[src/rtl/pipeline_hazard_ctrl.sv]
// Hazard and sequencing controller for the 5-stage vector filter pipeline.
// Produces EX-stage forwarding selects, the load enables and bubble clears
// for the PC and the pipeline buffers, and a saturating stall counter.
// A multi-cycle data-memory access in MEM freezes the whole pipe. A taken
// branch flushes the wrong-path instructions. A load followed by a
// dependent instruction inserts one bubble.
module pipeline_hazard_ctrl #(
    parameter int ADDR_W  = 4,
    parameter int MEM_LAT = 2,
    parameter int CNT_W   = 16
) (
    input  logic              clk,
    input  logic              reset,
    input  logic [ADDR_W-1:0] ra1_d,
    input  logic [ADDR_W-1:0] ra2_d,
    input  logic [ADDR_W-1:0] ra1_e,
    input  logic [ADDR_W-1:0] ra2_e,
    input  logic [ADDR_W-1:0] wa3_e,
    input  logic [ADDR_W-1:0] wa3_m,
    input  logic [ADDR_W-1:0] wa3_w,
    input  logic              regwrite_e,
    input  logic              regwrite_m,
    input  logic              regwrite_w,
    input  logic              memtoreg_e,
    input  logic              memaccess_m,
    input  logic              branch_taken_e,
    output logic [1:0]        fwd_a_e,
    output logic [1:0]        fwd_b_e,
    output logic              en_pc,
    output logic              en_ifid,
    output logic              en_idex,
    output logic              en_exmem,
    output logic              clr_ifid,
    output logic              clr_idex,
    output logic              clr_memwb,
    output logic              mem_busy,
    output logic [CNT_W-1:0]  stall_cycles
);

    typedef enum logic [0:0] {
        ST_RUN     = 1'b0,
        ST_MEMWAIT = 1'b1
    } state_t;

    // A single-cycle memory never needs to freeze the pipe.
    localparam bit MULTI_CYC = (MEM_LAT > 1);
    // The first frozen cycle is spent in RUN, so the wait counter covers the rest.
    localparam logic [3:0] CNT_LOAD = MULTI_CYC ? 4'(MEM_LAT - 2) : 4'd0;

    state_t           state_r;
    state_t           state_nxt_s;
    logic [3:0]       cnt_r;
    logic [3:0]       cnt_nxt_s;
    logic [CNT_W-1:0] stall_cnt_r;
    logic             mem_stall_s;
    logic             ldstall_s;
    logic             stall_any_s;

    // Operand forwarding: the younger MEM result wins over the WB result.
    always_comb begin
        fwd_a_e = 2'b00;
        fwd_b_e = 2'b00;
        if (regwrite_m && (wa3_m == ra1_e)) begin
            fwd_a_e = 2'b10;
        end else if (regwrite_w && (wa3_w == ra1_e)) begin
            fwd_a_e = 2'b01;
        end else begin
            fwd_a_e = 2'b00;
        end
        if (regwrite_m && (wa3_m == ra2_e)) begin
            fwd_b_e = 2'b10;
        end else if (regwrite_w && (wa3_w == ra2_e)) begin
            fwd_b_e = 2'b01;
        end else begin
            fwd_b_e = 2'b00;
        end
    end

    // Hazard detection for the memory freeze and the load-use bubble.
    always_comb begin
        mem_stall_s = ((state_r == ST_RUN) && memaccess_m && MULTI_CYC) ||
                      ((state_r == ST_MEMWAIT) && (cnt_r != 4'd0));
        ldstall_s   = memtoreg_e && regwrite_e &&
                      ((wa3_e == ra1_d) || (wa3_e == ra2_d));
        // Lower-priority hazards are masked by higher ones, but any of them
        // being active means the cycle is lost either way.
        stall_any_s = mem_stall_s || branch_taken_e || ldstall_s;
    end

    // Memory-wait FSM next state; the last wait cycle ignores memaccess_m so
    // the instruction that caused the wait does not retrigger it.
    always_comb begin
        state_nxt_s = state_r;
        cnt_nxt_s   = cnt_r;
        case (state_r)
            ST_RUN: begin
                if (memaccess_m && MULTI_CYC) begin
                    state_nxt_s = ST_MEMWAIT;
                    cnt_nxt_s   = CNT_LOAD;
                end else begin
                    state_nxt_s = ST_RUN;
                    cnt_nxt_s   = cnt_r;
                end
            end
            ST_MEMWAIT: begin
                if (cnt_r != 4'd0) begin
                    state_nxt_s = ST_MEMWAIT;
                    cnt_nxt_s   = cnt_r - 4'd1;
                end else begin
                    state_nxt_s = ST_RUN;
                    cnt_nxt_s   = 4'd0;
                end
            end
            default: begin
                state_nxt_s = ST_RUN;
                cnt_nxt_s   = 4'd0;
            end
        endcase
    end

    // FSM state and wait counter registers; reset aborts any wait in progress.
    always_ff @(posedge clk) begin
        if (reset) begin
            state_r <= ST_RUN;
            cnt_r   <= 4'd0;
        end else begin
            state_r <= state_nxt_s;
            cnt_r   <= cnt_nxt_s;
        end
    end

    // Pipeline enables and clears in priority order: reset, freeze, flush, bubble.
    always_comb begin
        en_pc     = 1'b1;
        en_ifid   = 1'b1;
        en_idex   = 1'b1;
        en_exmem  = 1'b1;
        clr_ifid  = 1'b0;
        clr_idex  = 1'b0;
        clr_memwb = 1'b0;
        if (reset) begin
            en_pc     = 1'b0;
            en_ifid   = 1'b0;
            en_idex   = 1'b0;
            en_exmem  = 1'b0;
            clr_ifid  = 1'b1;
            clr_idex  = 1'b1;
            clr_memwb = 1'b1;
        end else if (mem_stall_s) begin
            // Freeze everything upstream; bubble WB so the result is not written twice.
            en_pc     = 1'b0;
            en_ifid   = 1'b0;
            en_idex   = 1'b0;
            en_exmem  = 1'b0;
            clr_memwb = 1'b1;
        end else if (branch_taken_e) begin
            clr_ifid = 1'b1;
            clr_idex = 1'b1;
        end else if (ldstall_s) begin
            en_pc    = 1'b0;
            en_ifid  = 1'b0;
            clr_idex = 1'b1;
        end else begin
            en_pc = 1'b1;
        end
    end

    // Saturating count of cycles lost to any stall, flush or bubble.
    always_ff @(posedge clk) begin
        if (reset) begin
            stall_cnt_r <= '0;
        end else if (stall_any_s && (stall_cnt_r != {CNT_W{1'b1}})) begin
            stall_cnt_r <= stall_cnt_r + CNT_W'(1);
        end else begin
            stall_cnt_r <= stall_cnt_r;
        end
    end

    assign mem_busy     = mem_stall_s;
    assign stall_cycles = stall_cnt_r;

endmodule

[config.mk]
export PLATFORM = sky130hd
export DESIGN_NAME = pipeline_hazard_ctrl
export DESIGN_NICKNAME = d
export VERILOG_FILES = /design/src/rtl/pipeline_hazard_ctrl.sv
export SDC_FILE = /design/constraint.sdc
export NUM_CORES = 1
export LEC_CHECK = 0
export ABC_AREA = 1
export BUFFER_PORTS_ARGS = -buffer_cell sky130_fd_sc_hd__buf_2
export CAP_MARGIN = 30
export CORE_MARGIN = 4
export CORE_UTILIZATION = 49
export DETAILED_ROUTE_END_ITERATION = 8
export PLACE_DENSITY = 0.9
export SETUP_SLACK_MARGIN = 0.2
export SLEW_MARGIN = 5
export SYNTH_ARGS = -nofsm -noshare
export SYNTH_HDL_FRONTEND = slang
export SYNTH_SLANG_ARGS = --single-unit
[constraint.sdc]
create_clock -name clk -period 1.9 [get_ports clk]
set_clock_uncertainty 0.05 [all_clocks]
set_input_delay 0.095 -clock clk [delete_from_list [all_inputs] [get_ports clk]]
set_output_delay 0.095 -clock clk [all_outputs]
set_load 0.05 [all_outputs]
; Yosys cells after proc, flatten, opt, wreduce, memory -nomap -nowiden
; Cells that the tools add are included.
[classes]
n_addsub = 2
n_bitwise = 1
n_div = 0
n_mul = 0
n_eq_ne = 8
mux = 25
reduce_logical = 14
n_shift = 0
magnitude_cmp = 0
[op_table]
columns = operator, count
row1 = $eq A4 B4 Y1, 6
row2 = $mux W1, 19
row3 = $add A16 B1 Y16 const B, 1
row4 = $ne A16 B16 Y1 const B, 1
row5 = $logic_and A1 B1 Y1, 9
row6 = $mux W4, 2
row7 = $pmux W4 S2, 1
row8 = $logic_or A1 B1 Y1, 4
row9 = $mux W2, 2
row10 = $reduce_bool A4 Y1, 1
row11 = $sub A4 B1 Y4 const B, 1
row12 = $ne A2 B2 Y1 const B, 1
row13 = $pmux W1 S2, 1
row14 = $not A1 Y1, 1
[word_totals]
n_memories = 0
mem_bits_rw = 0
input_bits = 36
output_inout_bits = 28
reg_bits = 21
latch_bits = 0
rom_bits = 0
wordCells = 53

; Depth between registers and ports, before layout
[logic_depth]
depth_word = 7
ltp_mapped = 12
mapped_depth_nobuf = 11

; Worst setup path before layout
; No wires, ideal clock.
[synth_timing]
path_type = register -> output
start = reg cnt_r[0]
end = out en_pc
arrival_time_ps = 2530
stages_incl_launch_ff = 10
slack_ps = -775
path_cell_list = dfxtp_1 > inv_1 > ha_1 > nand2_1 > nor2_2 > o21ai_4 > nor2_1 > o21ai_0 > inv_1 > buf_4
[synth_between]
elab_chain_cells = 5
[synth_rtl]
columns = item, line
row1 = start: declaration, 52  ; logic [3:0] cnt_r;
row2 = start signal: assignment, 128  ; cnt_r <= cnt_nxt_s;
row3 = $reduce_bool A4 Y1, 82  ; ((state_r == ST_MEMWAIT) && (cnt_r != 4'd0));
row4 = $logic_and A1 B1 Y1, 82
row5 = $logic_or A1 B1 Y1, 81  ; mem_stall_s = ((state_r == ST_RUN) && memaccess_m && MULTI_CYC) ||
row6 = net mem_busy, 36  ; output logic mem_busy,
row7 = $mux W1 (2 in a row), --
row8 = end: declaration, 29  ; output logic en_pc,
; The timed path passes the listed nets, and every way through them passes these cells.

; Worst setup path after layout
[layout_timing]
start = reg cnt_r[1]
end = out clr_idex
[layout_between]
elab_chain_cells = 5
[layout_rtl]
columns = item, line
row1 = $reduce_bool A4 Y1, 82
row2 = $logic_and A1 B1 Y1, 82
row3 = $logic_or A1 B1 Y1, 81
row4 = $mux W1, 149  ; end else if (mem_stall_s) begin
row5 = $mux W1, 141  ; if (reset) begin
row6 = end: declaration, 34  ; output logic clr_idex,
; No other way between the ends.

==> results.md <==
- Reg2Reg Launch Point: cnt_r[1]
- Final Hold Fails: 0
- Routability Congestion: 0.8542
- Cts bufs inserted: 3
- DR vias: 1952
- CTS H-Tree Depth: 1
- Multi-input logic area: 1074 µm²
- Final period utilization: 91.55%
- Largest family of logic cells by synthesized area: simple AND/OR/NAND/NOR gates
- DP Worst Slack: 0.3121 ns
- Filler cell count: 264
- Setup crit start kind: flop
- Clock-pin slew on the worst setup and hold paths: 0.12 ns
- Mean Syn Cell Area: 5.942 µm²
- Max-cap violation count: 0
- Fin crit period: 1.739 ns
- Antenna diodes: 0
- Yosys warns: 0
- Synth Area in Adders: 2.331%
- Run status: complete, no violations
- Clock Latency Late Sink: 0.30 ns
- CTS Buffer Depth: 2
- RSZ-0062 raised after global routing: true
- Initial DRC Count: 131
- XOR/XNOR Fraction of Synth Area: 2.720%
- Layout cells sized above 1: 33.63%
- Row count: 20
- Root Driver: clkbuf_4
- Core area: 3103 µm²
- Initial antenna violation count: 0
- Non-filler instance count after layout: 386
- Synth Register Bits: 21
- Post-synthesis mux area share: 0%
- Vias in the first global route: 1804
- Worst-Margin Slew: 0.3447 ns
- First-pass GRT wire length: 6996 µm
- Critical path peak fanout: 4
- Worst EP required: 1.75 ns
- Syn Inst Count: 271
- Final Util: 70.24%
- Post-DP HPWL: 3046 µm
- Largest net degree at the start of global routing: 33
- Crit Path Category: reg -> out
- Fmax: 0.5749 GHz
- # DRC: 0
- Sequential element share of the synthesized area: 26.11%
- Post-synth net total: 310
- Post-synthesis compound-gate area fraction: 12.51%
- CP Capture Type: output pin
- Max-slew violations: 0
- Total track usage: 19.81%
- Routed len/inst: 11.23 µm
- Hold Crit Class: in -> reg
- Mapped cell area: 1610 µm²
- Initial Utilization: 51.90%
- Final WL: 4336 µm
- Detailed Routing Iterations Pass 1: 6
- Gr ovfl total: 0
- Area grow syn2layout: 35.35%
- Die H: 65.33 µm
- CTS tree: yes
- Yosys cell types: 29
- Vias per cell: 5.057
- Setup WS post-layout: 0.1606 ns
- # setup viols final: 0
- Crit path from: cnt_r[1]
- PortBufs: 63
- Clock Sink Count: 21
- Post-DRT Antenna Nets: 0
- Leakage: 1.137 nW
- Fin nets: 382
- Num ports: 64
- Worst Min Path Start: reset
- CP arrival: 1.59 ns
- Pwr Density: 462.1 nW/µm²
- Cell count after placement: 373
- Die width: 65.33 µm
- Simple logic cell fraction of the synthesized area: 43.05%
- Sequential Area: 432.9 µm²
- Area of the die: 4267 µm²
- Slew HR: 76.78%
- Worst VDD drop: 0.1946 mV
## sequential cells by signal, summed over array words and instances (netlist names)
register,cells
state_r,1
cnt_r,4
stall_cycles,16
## cell usage after synthesis
master,instances,area [µm²]
xor2_1,4,35.03
nand4_1,3,18.77
o21ai_4,1,16.27
nor2_4,2,22.52
ha_1,3,37.54
inv_2,6,22.52
nand2_2,1,6.260
clkinv_1,1,3.750
nand3_1,22,110.1
nand2_1,75,281.5
dfxtp_1,21,420.4
clkbuf_1,1,3.750
xnor2_1,1,8.760
nand3b_1,1,7.510
o221ai_1,1,8.760
buf_6,3,33.78
nor3b_1,1,7.510
nor2_2,4,25.02
nand2_4,1,11.26
a21oi_1,19,95.09
nor2_1,45,168.9
a211oi_1,1,7.510
inv_1,36,135.1
nor4_1,2,12.51
nand4_4,1,21.27
o21ai_0,6,30.03
a31oi_1,1,6.260
buf_4,2,15.01
o22ai_1,6,37.54
## cells in the final DEF (no fill, tap or decap), drive strengths merged
cell type | synthesis | layout
nand2 | 77 | 77
buf | 5 | 71
nor2 | 51 | 51
inv | 42 | 42
nand3 | 22 | 22
dfxtp | 21 | 21
a21oi | 19 | 19
o21ai | 7 | 7
o22ai | 6 | 6
xor2 | 4 | 4
clkbuf | 1 | 4
nand4 | 4 | 4
ha | 3 | 3
nor4 | 2 | 2
clkinv | 1 | 2
a211oi | 1 | 1
nand3b | 1 | 1
o221ai | 1 | 1
nor3b | 1 | 1
xnor2 | 1 | 1
a31oi | 1 | 1
dlygate4sd3 | 0 | 1
## worst max-delay path, cell delays in order (launching register included)
cell,delay [ns]
dfxtp_2,0.35
inv_2,0.08
ha_4,0.14
nand2_4,0.04
nor2_4,0.11
o21ai_4,0.09
inv_2,0.08
nor2_4,0.04
a31oi_2,0.16
buf_6,0.19
## through the flow
step                 TNS, ns  hold WS (ns)  instance area (µm²)  total power, W
finish                     0       0.03290                 2180        0.001007
global route               0       0.04588                 2180        0.001065
CTS                        0      0.008534                 2091       0.0009937
detailed placement         0        0.3157                 1992       0.0007681
global placement           0        0.3094                 1992       0.0007600
floorplan           -0.01757        0.1067                 1674       0.0006893
## kinds of logic (layout without fill, tap and decap cells)
kind of cell	after synthesis	in the layout
flops	21	21
xor+xnor	5	5
fa+ha+maj	3	3
simple gates	158	158
buf+inv	49	120
compound gates	35	35
## power breakdown
part / switching, W / internal (W)
clock: 0.000137 / 0.0000784
combinational: 0.000216 / 0.000116
sequential: 0.00000943 / 0.000450
## metal layers
| layer | share of wire [%] | track usage, % | up-vias |
|---|---|---|---|
| li1 | - | - | 997 |
| met1 | 37 | 22.05 | 867 |
| met2 | 54 | 39.19 | 75 |
| met3 | 6.9 | 1.880 | 13 |
| met4 | 2.1 | 5.440 | 0 |
| met5 | 0 | 0 | - |
## worst paths after layout
path	cells past startpoint	endpoint	slack (ns)
min	2	cnt_r[2]	0.03
max reg2reg	10	stall_cycles[7]	0.21
max	9	clr_idex	0.16
min reg2reg	2	stall_cycles[1]	0.48
## repair_timing
action	4_1_cts	5_1_grt
endpoints found under the hold margin	1	0
setup buffers	5	3
setup endpoints to repair	8	21
pin swaps	3	3
hold buffers	1	0
gates resized for setup	8	19
## area by class of cell
type	instances	share of cell area [%]
Multi-Input combinational cell	201	49.25
Clock buffer	3	1.033
Timing Repair Buffer	73	19.58
Clock inverter	1	0.2296
Tap cell	44	2.526
Sequential cell	21	19.86
Inverter	43	7.520
No activity file was read; power rests on OpenSTA's default activity.
